`src/rtl/red_pitaya_daisy_pkg.sv`:
```
// Shared daisy-chain link definitions: training word, default timing constants and
// the link-controller state encoding with its output decode.
package red_pitaya_daisy_pkg;

  localparam logic [15:0] DAISY_TRAIN_WORD = 16'h00FF;

  localparam int DAISY_SETTLE_CYC = 256;
  localparam int DAISY_TRAIN_TMO  = 50000;
  localparam int DAISY_RETRY_MAX  = 8;
  localparam int DAISY_FILT       = 4;
  localparam int DAISY_TMR_W      = 20;
  localparam int DAISY_RETRY_W    = 4;

  typedef enum logic [2:0] {
    ST_IDLE   = 3'd0,
    ST_RESET  = 3'd1,
    ST_SETTLE = 3'd2,
    ST_TRAIN  = 3'd3,
    ST_LOCK   = 3'd4,
    ST_UP     = 3'd5,
    ST_FAIL   = 3'd6
  } link_state_e;

  typedef struct packed {
    logic rx_en;
    logic rx_train;
    logic tx_train;
    logic link_up;
    logic link_err;
  } link_outs_t;

  function automatic link_outs_t link_state_outs(input link_state_e st);
    link_outs_t o;
    o = '0;
    case (st)
      ST_RESET:  o.tx_train = 1'b1;
      ST_SETTLE: begin o.rx_en = 1'b1; o.tx_train = 1'b1; end
      ST_TRAIN:  begin o.rx_en = 1'b1; o.rx_train = 1'b1; o.tx_train = 1'b1; end
      ST_LOCK:   begin o.rx_en = 1'b1; o.tx_train = 1'b1; end
      ST_UP:     begin o.rx_en = 1'b1; o.link_up = 1'b1; end
      ST_FAIL:   o.link_err = 1'b1;
      default:   o = '0;
    endcase
    return o;
  endfunction

  function automatic logic is_train_word(input logic [15:0] word);
    return word == DAISY_TRAIN_WORD;
  endfunction

endpackage

```
`src/rtl/red_pitaya_daisy_link_ctrl_if.sv`:
```
// Control/status and TX/RX handshake bundle of the daisy link controller.
// Stat counters exist only when DAISY_LINK_STATS_EN is defined.
interface red_pitaya_daisy_link_ctrl_if;

  logic       ctrl_en_i;
  logic       ctrl_auto_i;
  logic       ctrl_start_i;
  logic       rx_trained_i;
  logic       rx_en_o;
  logic       rx_train_o;
  logic       tx_train_o;
  logic       link_up_o;
  logic       link_err_o;
  logic [2:0] state_o;
  logic [3:0] retry_cnt_o;
`ifdef DAISY_LINK_STATS_EN
  logic [15:0] stat_retrain_o;
  logic [15:0] stat_loss_o;
`endif

  modport master (
`ifdef DAISY_LINK_STATS_EN
    output stat_retrain_o, stat_loss_o,
`endif
    input  ctrl_en_i, ctrl_auto_i, ctrl_start_i, rx_trained_i,
    output rx_en_o, rx_train_o, tx_train_o, link_up_o, link_err_o,
    output state_o, retry_cnt_o
  );

  modport slave (
`ifdef DAISY_LINK_STATS_EN
    input  stat_retrain_o, stat_loss_o,
`endif
    output ctrl_en_i, ctrl_auto_i, ctrl_start_i, rx_trained_i,
    input  rx_en_o, rx_train_o, tx_train_o, link_up_o, link_err_o,
    input  state_o, retry_cnt_o
  );

endinterface

```
`src/rtl/red_pitaya_daisy_sync.sv`:
```
// Two-flop synchronizer for a single level signal crossing into the clk domain.
module red_pitaya_daisy_sync (
  input  logic i_clk,
  input  logic i_rst,
  input  logic i_d,
  output logic o_q
);

  logic r_meta;
  logic r_sync;

  // NOTE: sequential state uses non-blocking (<=) so both flops sample the old values on the same edge.
  always_ff @(posedge i_clk or posedge i_rst) begin
    if (i_rst) begin
      r_meta <= 1'b0;
      r_sync <= 1'b0;
    end else begin
      r_meta <= i_d;
      r_sync <= r_meta;
    end
  end

  assign o_q = r_sync;

endmodule

```
`src/rtl/red_pitaya_daisy_link_ctrl.sv`:
```
// Daisy-chain link sequencer: RX reset/settle, training with timeout and retries, link-up monitor.
// Define DAISY_LINK_STATS_EN to add the saturating retrain/loss statistic counters.
module red_pitaya_daisy_link_ctrl
  import red_pitaya_daisy_pkg::*;
#(
  parameter int SETTLE_CYC = DAISY_SETTLE_CYC,
  parameter int TRAIN_TMO  = DAISY_TRAIN_TMO,
  parameter int RETRY_MAX  = DAISY_RETRY_MAX,
  parameter int FILT       = DAISY_FILT,
  parameter int TMR_W      = DAISY_TMR_W
) (
  input  logic                         clk_i,
  input  logic                         rst_i,
  red_pitaya_daisy_link_ctrl_if.master link
);

  localparam int FILT_W = $clog2(FILT + 1);

  link_state_e              r_state;
  link_state_e              w_state_nxt;
  logic [TMR_W-1:0]         r_timer;
  logic [FILT_W-1:0]        r_filt;
  logic [DAISY_RETRY_W-1:0] r_retry;
  logic [DAISY_RETRY_W-1:0] w_retry_nxt;
  link_outs_t               r_outs;

  logic w_synced;
  logic w_restart;
  logic w_clr;
  logic w_settle_done;
  logic w_train_tmo;
  logic w_filt_match;
  logic w_filt_done;

  red_pitaya_daisy_sync u_sync (
    .i_clk (clk_i),
    .i_rst (rst_i),
    .i_d   (link.rx_trained_i),
    .o_q   (w_synced)
  );

  assign w_settle_done = (r_timer == TMR_W'(SETTLE_CYC - 1));
  assign w_train_tmo   = (r_timer == TMR_W'(TRAIN_TMO - 1));

  // TRAIN waits for the trained flag to rise, UP watches for it to fall.
  assign w_filt_match  = ((r_state == ST_TRAIN) &&  w_synced) ||
                         ((r_state == ST_UP)    && !w_synced);
  assign w_filt_done   = w_filt_match && (r_filt == FILT_W'(FILT - 1));

  // NOTE: every always_comb output gets a default first, so no path can infer a latch.
  always_comb begin
    w_state_nxt = r_state;
    w_retry_nxt = r_retry;
    w_restart   = 1'b0;
    if (!link.ctrl_en_i) begin
      w_state_nxt = ST_IDLE;
    end else if (r_state == ST_IDLE) begin
      if (link.ctrl_start_i || link.ctrl_auto_i) begin
        w_state_nxt = ST_RESET;
        w_retry_nxt = '0;
      end
    end else if (link.ctrl_start_i) begin
      w_state_nxt = ST_RESET;
      w_retry_nxt = '0;
      w_restart   = 1'b1;
    end else begin
      case (r_state)
        ST_RESET:  if (w_settle_done) w_state_nxt = ST_SETTLE;
        ST_SETTLE: if (w_settle_done) w_state_nxt = ST_TRAIN;
        ST_TRAIN: begin
          if (w_filt_done) begin
            w_state_nxt = ST_LOCK;
          end else if (w_train_tmo) begin
            if (r_retry == DAISY_RETRY_W'(RETRY_MAX)) begin
              w_state_nxt = ST_FAIL;
            end else begin
              w_state_nxt = ST_RESET;
              if (r_retry != '1) w_retry_nxt = r_retry + DAISY_RETRY_W'(1);
            end
          end
        end
        ST_LOCK:   if (w_settle_done) w_state_nxt = ST_UP;
        ST_UP: begin
          if (w_filt_done) begin
            if (link.ctrl_auto_i) begin
              w_state_nxt = ST_RESET;
              w_retry_nxt = '0;
            end else begin
              w_state_nxt = ST_FAIL;
            end
          end
        end
        ST_FAIL:   w_state_nxt = ST_FAIL;
        default:   w_state_nxt = ST_IDLE;
      endcase
    end
  end

  // A forced restart re-enters RESET, so it must rewind the timer like a real state change.
  assign w_clr = w_restart || (w_state_nxt != r_state);

  always_ff @(posedge clk_i or posedge rst_i) begin
    if (rst_i) begin
      r_state <= ST_IDLE;
      r_retry <= '0;
      r_timer <= '0;
      r_filt  <= '0;
      r_outs  <= '0;
    end else begin
      r_state <= w_state_nxt;
      r_retry <= w_retry_nxt;
      r_outs  <= link_state_outs(w_state_nxt);
      if (w_clr)                r_timer <= '0;
      else if (r_timer != '1)   r_timer <= r_timer + TMR_W'(1);
      if (w_clr || !w_filt_match) r_filt <= '0;
      else                        r_filt <= r_filt + FILT_W'(1);
    end
  end

  assign link.rx_en_o     = r_outs.rx_en;
  assign link.rx_train_o  = r_outs.rx_train;
  assign link.tx_train_o  = r_outs.tx_train;
  assign link.link_up_o   = r_outs.link_up;
  assign link.link_err_o  = r_outs.link_err;
  assign link.state_o     = r_state;
  assign link.retry_cnt_o = r_retry;

`ifdef DAISY_LINK_STATS_EN
  logic [15:0] r_stat_retrain;
  logic [15:0] r_stat_loss;
  logic        w_loss;
  logic        w_retrain;

  // A loss only counts when it actually drives the transition (not pre-empted by disable or start).
  assign w_loss    = link.ctrl_en_i && !link.ctrl_start_i && (r_state == ST_UP) && w_filt_done;
  assign w_retrain = (r_state == ST_UP) && (w_state_nxt == ST_RESET);

  always_ff @(posedge clk_i or posedge rst_i) begin
    if (rst_i) begin
      r_stat_retrain <= '0;
      r_stat_loss    <= '0;
    end else begin
      if (w_retrain && (r_stat_retrain != '1)) r_stat_retrain <= r_stat_retrain + 16'd1;
      if (w_loss && (r_stat_loss != '1))       r_stat_loss    <= r_stat_loss + 16'd1;
    end
  end

  assign link.stat_retrain_o = r_stat_retrain;
  assign link.stat_loss_o    = r_stat_loss;
`endif

endmodule

```
`src/flat_wrapper.sv`:
```
// flat-port wrapper written by rule: the top's interface ports become plain ports
module red_pitaya_daisy_link_ctrl_flat import red_pitaya_daisy_pkg::*;
#(
  parameter int SETTLE_CYC = DAISY_SETTLE_CYC,
  parameter int TRAIN_TMO  = DAISY_TRAIN_TMO,
  parameter int RETRY_MAX  = DAISY_RETRY_MAX,
  parameter int FILT       = DAISY_FILT,
  parameter int TMR_W      = DAISY_TMR_W
)
  (clk_i, rst_i, link_ctrl_en_i, link_ctrl_auto_i, link_ctrl_start_i, link_rx_trained_i, link_rx_en_o, link_rx_train_o, link_tx_train_o, link_link_up_o, link_link_err_o, link_state_o, link_retry_cnt_o);
  red_pitaya_daisy_link_ctrl_if link_i ();
  input  logic clk_i;
  input  logic rst_i;
  input wire logic [$bits(link_i.ctrl_en_i)-1:0] link_ctrl_en_i;
  input wire logic [$bits(link_i.ctrl_auto_i)-1:0] link_ctrl_auto_i;
  input wire logic [$bits(link_i.ctrl_start_i)-1:0] link_ctrl_start_i;
  input wire logic [$bits(link_i.rx_trained_i)-1:0] link_rx_trained_i;
  output wire logic [$bits(link_i.rx_en_o)-1:0] link_rx_en_o;
  output wire logic [$bits(link_i.rx_train_o)-1:0] link_rx_train_o;
  output wire logic [$bits(link_i.tx_train_o)-1:0] link_tx_train_o;
  output wire logic [$bits(link_i.link_up_o)-1:0] link_link_up_o;
  output wire logic [$bits(link_i.link_err_o)-1:0] link_link_err_o;
  output wire logic [$bits(link_i.state_o)-1:0] link_state_o;
  output wire logic [$bits(link_i.retry_cnt_o)-1:0] link_retry_cnt_o;
  assign link_i.ctrl_en_i = link_ctrl_en_i;
  assign link_i.ctrl_auto_i = link_ctrl_auto_i;
  assign link_i.ctrl_start_i = link_ctrl_start_i;
  assign link_i.rx_trained_i = link_rx_trained_i;
  assign link_rx_en_o = link_i.rx_en_o;
  assign link_rx_train_o = link_i.rx_train_o;
  assign link_tx_train_o = link_i.tx_train_o;
  assign link_link_up_o = link_i.link_up_o;
  assign link_link_err_o = link_i.link_err_o;
  assign link_state_o = link_i.state_o;
  assign link_retry_cnt_o = link_i.retry_cnt_o;
  red_pitaya_daisy_link_ctrl #(.SETTLE_CYC(SETTLE_CYC), .TRAIN_TMO(TRAIN_TMO), .RETRY_MAX(RETRY_MAX), .FILT(FILT), .TMR_W(TMR_W)) u_core (.clk_i(clk_i), .rst_i(rst_i), .link(link_i));
endmodule
```
`config.mk`:
```
export PLATFORM = sky130hd
export DESIGN_NAME = red_pitaya_daisy_link_ctrl_flat
export DESIGN_NICKNAME = d
export VERILOG_FILES = /design/src/rtl/red_pitaya_daisy_pkg.sv /design/src/rtl/red_pitaya_daisy_link_ctrl_if.sv /design/src/rtl/red_pitaya_daisy_sync.sv /design/src/rtl/red_pitaya_daisy_link_ctrl.sv /design/src/flat_wrapper.sv
export SDC_FILE = /design/constraint.sdc
export NUM_CORES = 1
export LEC_CHECK = 0
export CORE_MARGIN = 2
export CORE_UTILIZATION = 62
export CTS_CLUSTER_DIAMETER = 30
export DETAILED_ROUTE_END_ITERATION = 10
export PLACE_DENSITY = 0.91
export SLEW_MARGIN = 25
export SYNTH_ARGS = -nofsm -noshare
export SYNTH_HDL_FRONTEND = slang
export SYNTH_SLANG_ARGS = --single-unit
```
`constraint.sdc`:
```
create_clock -name clk_i -period 4.2 [get_ports clk_i]
set_input_delay 1.26 -clock clk_i [delete_from_list [all_inputs] [get_ports clk_i]]
set_output_delay 1.26 -clock clk_i [all_outputs]
set_load 0.02 [all_outputs]
```
==> results.yml, run 1 <==
status:
  outcome: "finished, final reports clean"
pwr:
  pwr-share-clk_pct: 29.9
  power.net_switching_uw: 161
  leakage_uw: 0.00102
  peakVddDrop_v: 0.000227
  p_comb_share_pct: 9.3
  p_int_uw: 447
  p_sw_share_pct: 26.5
  power_density_nw_per_um2: 241
  p_seq_share_pct: 60.7
placed_design:
  placed_area_sq_um: 2470
  dp_cells: 306
  port_buffers: 17
  routabilityCongestion: 0.982
  dpl.hpwl_microns: 3490
  dp_worst_setup_slack_ns: 0.642
timing:
  fin_tns_setup_ns: 0
  setup_viol: 0
  clock_skew_ns: 0.00994
  worst_pin_slew_ns: 0.853
  maxSlewViolCount: 0
  holdWs_ns: 0.370
  slew-limit-headroom_pct: 41.7
  rsz0062_at_grt: "false"
  max_freq_ghz: 0.310
  fin_crit_ns: 3.23
  hold_viol: 0
  setup_slack_ns: 0.974
  finalCritPeriodShare_pct: 76.8
synthesis:
  yosys.area.top_type: "dfrtp_1"
  syn_area_sq_um: 2270
  yosysUniqueCellTypes: 55
  yosysSeqAreaShare_pct: 40.8
  synth_top_area_share_pct: 40.8
  synth_area_leaders: "dfrtp_1 41%, xnor2_1 5.0%, nor2_1 4.6%, nand2_1 3.1%, ha_1 2.8%"
  yosysMostFrequentCell: "dfrtp_1"
  ys.flop_type: "dfrtp_1"
  ys_ff_latch: 37
  synth_edf_count: 0
  ys_warn_count: 0
  synth_area_per_cell_sq_um: 9.07
  syn_inst: 250
  synthTopCellsByCount: "37 x dfrtp_1, 28 x nor2_1, 19 x nand2_1, 14 x inv_1, 13 x xnor2_1"
  async_flop_share_pct: 100
  synth_fp_nets: 261
route:
  drt_iter0_drc: 204
  antenna_left: 0
  drc_errors: 0
  route.detailed.wl_per_inst_microns: 16.0
  drt-total-wl_microns: 5040
  drt-pass1-iter-count: 5
  drt-vias-per-instance: 6.16
  vias: 1935
layout:
  final_area_sq_um: 2520
  final_nets: 278
  multi_input_area_sq_um: 1250
  seq_area_sq_um: 926
  drive_above_1_share_pct: 12.7
  area_delta_synth_final_pct: 11.2
  fillers: 272
  antenna_cells: 0
  stdcell_count: 314
cts:
  cts_buffer_depth: 2
  htree_levels: 2
  path_clk_slew_ns: 0.11
  cts_root_buffer: "clkbuf_4"
  numCtsBuffers: 5
  cts_setup_buffers: 0
  cts_resized: 0
  hold_buffers: 0
  cts_tree: "yes"
  clock-sinks: 37
  clk_latency_ns: 0.35
floorplanning:
  die-area_sq_um: 4160
  die_h_microns: 64.5
  pin_count: 18
  die_x_microns: 64.5
  core_sq_um: 3420
  start_util_pct: 66.4
  rows: 21
global_route:
  grt_usage_pct: 28.2
  busiest_layer: "met2"
  overflow: 0
  grt_pass1_vias: 1900
  grt_start_max_net_pins: 38
  grt_util_met1_pct: 36.8
  use_met2_pct: 43.8
  grt_pass1_wl_microns: 8880
  use_met3_pct: 6.25
  antenna_found_initial: 0
critical_path:
  crit_path_start: "link_ctrl_auto_i"
  path_class: "in -> reg"
  end_kind: "register"
  ff2ff_setup_slack_ns: 1.52
  crit_fanout: 6
  ff2ff_path_depth: 6
  reg2reg_to: "u_core.link.retry_cnt_o[0]"
  r2r-start: "u_core.link.state_o[2]"
  crit_path_end: "u_core.link.tx_train_o"
  cp_data_arrival_time_ns: 3.50
  crit_required_ns: 4.48
  startpoint_type: "primary input"
hold_path:
  min_path_type: "reg -> reg"
run:
  cap_violations: 0
worst min-delay path by stage:
stage,from,to,slack (ns),cells past startpoint
6_report,u_core.u_sync.r_meta,u_core.u_sync.o_q,0.37,0
5_1_grt,u_core.u_sync.r_meta,u_core.u_sync.o_q,0.38,0
4_1_cts,u_core.u_sync.r_meta,u_core.u_sync.o_q,0.36,0
3_5_place_dp,u_core.u_sync.r_meta,u_core.u_sync.o_q,0.35,0
3_3_place_gp,u_core.u_sync.r_meta,u_core.u_sync.o_q,0.35,0
2_1_floorplan,u_core.u_sync.r_meta,u_core.u_sync.o_q,0.33,0
cell families (layout without fill, tap and decap cells):
family                     count (synthesis)  count (layout)  synth area share (%)
and+or+nand+nor                          116             116                  28.5
AOI/OAI and AO/OA                         47              47                  14.7
adders and majority gates                  5               5                  2.76
muxes                                      3               3                  1.38
xor gates and xnor gates                  19              19                  7.34
buffers and inverters                     23              41                  4.47
DFF                                       37              37                  40.8
placed cells by master (no fill, tap or decap), types with 4 or more instances in the layout:
cell,instances
xor2_1,6
nor2_1,28
o21ai_0,8
a21oi_1,9
inv_1,14
xnor2_1,13
nor2b_1,6
and3_1,4
nor2_2,9
clkbuf_4,5
ha_1,5
a31oi_1,4
clkdlybuf4s50_1,17
nor3_1,9
nand3_1,7
nand4_1,8
nand2_1,19
dfrtp_1,37
metal layers:
layer	wire [microns]	part of all wire, %	vias up
met5	0	0	-
met4	150	3.0	0
met1	2070	41	897
met3	337	6.7	16
li1	-	-	927
met2	2480	49	95
critical path, cell delays in order:
cell and delay, ns:
clkdlybuf4s50_1 0.49, nor3b_1 0.48, o31ai_1 0.12, a31o_2 0.23, a211oi_1 0.55, nand2_1 0.17, xnor2_1 0.20
power by group through the flow:
stage | Combinational [uW] | Clock (uW) | Sequential, uW
floorplan | 41.5 | 0 | 374
global placement | 53.7 | 0 | 376
detailed placement | 56.8 | 0 | 376
CTS | 57.1 | 189 | 369
global route | 64.4 | 204 | 370
finish | 56.8 | 182 | 370
area by class of cell:
class	instances	area share, %
clock buffers	6	1.64
clock inverters	2	0.397
inverters	14	2.08
multi-input cells	190	49.5
flip-flops and latches	37	36.7
well taps	46	2.28
repair buffers	19	7.34
sequential cells by signal (all words and copies together) (netlist names):
name,cells
u_core.link.link_err_o,1
u_core.link.link_up_o,1
u_core.link.retry_cnt_o,4
u_core.link.rx_en_o,1
u_core.link.rx_train_o,1
u_core.link.state_o,3
u_core.link.tx_train_o,1
u_core.r_filt,3
u_core.r_timer,20
u_core.u_sync.o_q,1
u_core.u_sync.r_meta,1
stage by stage:
step | utilization [%] | power (uW)
2_1_floorplan | - | 415
3_3_place_gp | 72.1 | 430
3_5_place_dp | 72.3 | 433
4_1_cts | 73.8 | 616
5_1_grt | 73.8 | 639
6_report | 73.8 | 608
(Power assumes the default switching activity.)
==> run 2, diff against run 1 <==
CORE_UTILIZATION = 58   (was 62)
PLACE_DENSITY = 0.86   (was 0.91)
clock period = 3.2 ns   (was 4.2 ns; I/O delays follow)
==> run 2 against run 1 <==
- clock power up 130%
- total power grew 61%
- sequential share of layout area is 1.6 points lower
- core utilization decreased by 2.9 points
- combinational power rose by 47%
- setup slack lost 0.53 ns
- first-iteration DRC count up 4.9%
- register-to-register slack worse by 0.90 ns
- final area is 4.6% higher
- critical path depth did not move
- via count up 1.7%
- hold slack worse by 0.00062 ns
==> results.yml, run 2 (synthesis results as in run 1) <==
status:
  outcome: "finished, final reports clean"
layout:
  area_delta_synth_final_pct: 16.3
  drive_above_1_share_pct: 15.0
  antenna_cells: 0
  multi_input_area_sq_um: 1240
  fillers: 295
  final_common_cell: "dfrtp_1"
  largest_register: "u_core.r_timer"
  final_nets: 284
  layout_common_cells: "37 x dfrtp_1, 28 x nor2_1, 19 x nand2_1"
  seq_area_sq_um: 926
  final_area_sq_um: 2640
  largest_reg_flops: 20
timing:
  clock_skew_ns: 0.00837
  fin_crit_ns: 2.75
  max_freq_ghz: 0.363
  hold_viol: 0
  finalCritPeriodShare_pct: 86.1
  setup_slack_ns: 0.445
  worst_pin_slew_ns: 0.601
  holdWs_ns: 0.369
  rsz0062_at_grt: "false"
  setup_viol: 0
  slew-limit-headroom_pct: 59.5
  fin_tns_setup_ns: 0
  maxSlewViolCount: 0
pwr:
  p_comb_share_pct: 8.6
  power_density_nw_per_um2: 371
  peakVddDrop_v: 0.000313
  p_sw_share_pct: 24.1
  pwr-share-clk_pct: 42.1
  p_seq_share_pct: 49.4
  power.net_switching_uw: 235
  leakage_uw: 0.00108
  p_int_uw: 742
cts:
  hold_buffers: 0
  numCtsBuffers: 5
  htree_levels: 2
  cts_tree: "yes"
  cts_root_buffer: "clkbuf_8"
  clk_latency_ns: 0.29
  path_clk_slew_ns: 0.08
  cts_resized: 0
  clock-sinks: 37
  cts_setup_buffers: 0
  cts_buffer_depth: 2
route:
  drt-total-wl_microns: 4680
  drc_errors: 0
  drt_iter0_drc: 214
  drt-vias-per-instance: 6.11
  drt-pass1-iter-count: 5
  route.detailed.wl_per_inst_microns: 14.5
  antenna_left: 0
  vias: 1967
critical_path:
  startpoint_type: "primary input"
  cp_data_arrival_time_ns: 2.92
  end_kind: "register"
  crit_fanout: 23
  ff2ff_path_depth: 6
  path_class: "in -> reg"
  crit_required_ns: 3.36
hold_path:
  min_path_type: "reg -> reg"
  whs_path_depth: 0
floorplanning:
  pin_count: 18
  die-area_sq_um: 4420
  die_h_microns: 66.5
  start_util_pct: 61.0
  core_sq_um: 3720
  die_x_microns: 66.5
  rows: 22
placed_design:
  port_buffers: 17
  dpl.hpwl_microns: 3390
  placed_area_sq_um: 2520
  dp_worst_setup_slack_ns: 0.188
  routabilityCongestion: 1.00
global_route:
  antenna_found_initial: 0
  grt_usage_pct: 23.7
  grt_pass1_wl_microns: 7990
  overflow: 0
  grt_pass1_vias: 1790
  grt_start_max_net_pins: 38
run:
  cap_violations: 0
## run 2: cell count changes in the layout (fill, tap and decap cells not counted)
cell and change:
buf_12 +1, buf_4 +5, bufinv_16 +1, clkbuf_1 -1
clkbuf_4 -5, clkbuf_8 +5, clkinv_2 -2, clkinv_4 +1
clkinvlp_4 +1, o211ai_2 +1, o211ai_4 -1
## run 2: worst paths after layout
check / startpoint / to / slack (ns)
worst max-delay path: link_ctrl_auto_i / u_core.r_timer[14] / 0.45
max in group asynchronous: rst_i / u_core.r_timer[12] / 1.81
min in group asynchronous: rst_i / u_core.r_timer[2] / 1.06
worst max register to register: u_core.u_sync.o_q / u_core.link.retry_cnt_o[0] / 0.62
worst min register to register: u_core.u_sync.r_meta / u_core.u_sync.o_q / 0.37
worst min-delay path: u_core.u_sync.r_meta / u_core.u_sync.o_q / 0.37
## run 2: cell type report
class                           count  share of cell area [%]
Clock inverter                      3                    1.76
Multi-Input combinational cell    190                    47.0
Timing Repair Buffer               25                    9.21
Inverter                           14                    1.99
Clock buffer                        5                    2.61
Tap cell                           48                    2.28
Sequential cell                    37                    35.1
## run 2: worst max-delay path, cell delays in order
cell             delay, ns
clkdlybuf4s50_1       0.51
nor3b_1               0.44
nor4_1                0.10
or4_4                 0.54
o211ai_2              0.11
buf_12                0.20
a311oi_1              0.06
## run 2: per-stage QoR
stage | cells | total power (uW) | util, %
floorplan | 250 | 545 | -
global route | 322 | 1020 | 70.9
detailed placement | 314 | 576 | 67.8
global placement | 314 | 574 | 67.8
finish | 322 | 978 | 70.9
CTS | 322 | 986 | 70.9
## run 2: routing by layer
layer	part of all wire (%)	global-route usage (%)
met1	45	31.1
met2	48	39.0
met3	5.3	5.24
met4	2.0	7.65
met5	0	0
## run 2: power by group through the flow
| stage | clock network [uW] | registers, uW | logic, uW |
|---|---|---|---|
| floorplan | 0 | 491 | 54.5 |
| global placement | 0 | 491 | 83.0 |
| detailed placement | 0 | 492 | 84.2 |
| CTS | 419 | 482 | 84.5 |
| global route | 438 | 484 | 93.4 |
| finish | 411 | 483 | 83.7 |
==> run 3, diff against run 2 <==
CELL_PAD_IN_SITES_DETAIL_PLACEMENT = 1   (was unset)
CELL_PAD_IN_SITES_GLOBAL_PLACEMENT = 2   (was unset)
CORE_UTILIZATION = 36   (was 58)
==> run 3 against run 2 <==
- sequential cell count did not move
- critical endpoint unchanged
- global-route usage fell by 6.4 points
- final cell count rose by 8.4%
- register-to-register slack got worse by 0.04 ns
- sequential share of layout area fell by 0.51 points
- maximum frequency fell by 0.59%
- largest cell class unchanged
==> results.yml, run 3 (synthesis results as in run 1) <==
route:
  drt-total-wl_microns: 5400
  drc_errors: 0
  drt-vias-per-instance: 5.41
  drt_iter0_drc: 45
  route.detailed.wl_per_inst_microns: 15.5
  vias: 1887
  antenna_left: 0
  drt-pass1-iter-count: 4
status:
  outcome: "finished, final reports clean"
timing:
  hold_viol: 0
  fin_tns_setup_ns: 0
  worst_pin_slew_ns: 0.654
  maxSlewViolCount: 0
  finalCritPeriodShare_pct: 86.6
  slew-limit-headroom_pct: 55.9
  max_freq_ghz: 0.361
  rsz0062_at_grt: "false"
  holdWs_ns: 0.353
  setup_slack_ns: 0.429
  clock_skew_ns: 0.00645
  setup_viol: 0
  fin_crit_ns: 2.77
floorplanning:
  start_util_pct: 37.8
  die_h_microns: 83.4
  core_sq_um: 5990
  die-area_sq_um: 6950
  rows: 28
  die_x_microns: 83.4
  pin_count: 18
cts:
  numCtsBuffers: 5
  cts_tree: "yes"
  htree_levels: 2
  cts_resized: 0
  cts_root_buffer: "clkbuf_8"
  cts_setup_buffers: 0
  path_clk_slew_ns: 0.08
  clk_latency_ns: 0.29
  cts_buffer_depth: 2
  hold_buffers: 0
  clock-sinks: 37
hold_path:
  min_path_type: "reg -> reg"
layout:
  largest_register: "u_core.r_timer"
  drive_above_1_share_pct: 15.0
  final_nets: 284
  antenna_cells: 0
  final_area_sq_um: 2680
  area_delta_synth_final_pct: 18.0
  layout_common_cells: "37 x dfrtp_1, 28 x nor2_1, 19 x nand2_1"
  largest_reg_flops: 20
  final_common_cell: "dfrtp_1"
placed_design:
  placed_area_sq_um: 2550
  routabilityCongestion: 0.870
  dp_worst_setup_slack_ns: 0.139
  port_buffers: 17
  dpl.hpwl_microns: 3930
pwr:
  power_density_nw_per_um2: 373
  peakVddDrop_v: 0.000290
  leakage_uw: 0.00108
critical_path:
  cp_data_arrival_time_ns: 2.93
  crit_required_ns: 3.36
  crit_fanout: 23
  path_class: "in -> reg"
  end_kind: "register"
  startpoint_type: "primary input"
global_route:
  grt_usage_pct: 17.3
  antenna_found_initial: 0
  overflow: 0
  grt_pass1_vias: 2052
  grt_start_max_net_pins: 38
  grt_pass1_wl_microns: 9860
run:
  cap_violations: 0
## run 3: path summary, 6_finish.rpt
path                                       from                          to  slack, ns  cells past startpoint
max reg2reg                   u_core.u_sync.o_q  u_core.link.retry_cnt_o[0]       0.58                      6
max in group asynchronous                 rst_i          u_core.r_timer[14]       1.78                      3
max                            link_ctrl_auto_i          u_core.r_timer[14]       0.43                      7
min reg2reg                u_core.u_sync.r_meta           u_core.u_sync.o_q       0.35                      0
min                        u_core.u_sync.r_meta           u_core.u_sync.o_q       0.35                      0
min in group asynchronous                 rst_i  u_core.link.retry_cnt_o[1]       1.08                      3
## run 3: critical path: stages
cell	delay, ns
clkdlybuf4s50_1	0.52
nor3b_1	0.42
nor4_1	0.10
or4_4	0.55
o211ai_2	0.11
buf_12	0.21
a311oi_1	0.06
## run 3: cell type report
class | count | area [sq um]
clock inverters | 2 | 37.5
fillers | 707 | 3320
well taps | 75 | 93.8
multi-input cells | 190 | 1240
clock buffers | 6 | 82.6
repair buffers | 25 | 243
flip-flops and latches | 37 | 926
inverters | 14 | 52.6
## run 3: per-layer routing
metal | up-vias | wire (microns) | GRT usage, %
li1 | 932 | - | -
met1 | 922 | 2600 | 23.4
met2 | 26 | 2590 | 27.9
met3 | 7 | 142 | 3.38
met4 | 0 | 69 | 5.81
met5 | - | 0 | 0
## run 3: power breakdown
| part | total (uW) | switching (uW) | internal, uW |
|---|---|---|---|
| Combinational | 84.0 | 48.9 | 35.2 |
| Clock | 430 | 176 | 253 |
| Sequential | 483 | 9.46 | 474 |
| Total | 997 | 235 | 763 |
## run 3: stage by stage
| step | std cells | power, uW | utilization [%] |
|---|---|---|---|
| after detailed placement | 341 | 578 | 42.6 |
| final | 349 | 997 | 44.7 |
| after CTS | 349 | 1020 | 44.7 |
| after floorplan | 250 | 545 | - |
| after global placement | 341 | 577 | 42.6 |
| after global routing | 349 | 1040 | 44.7 |
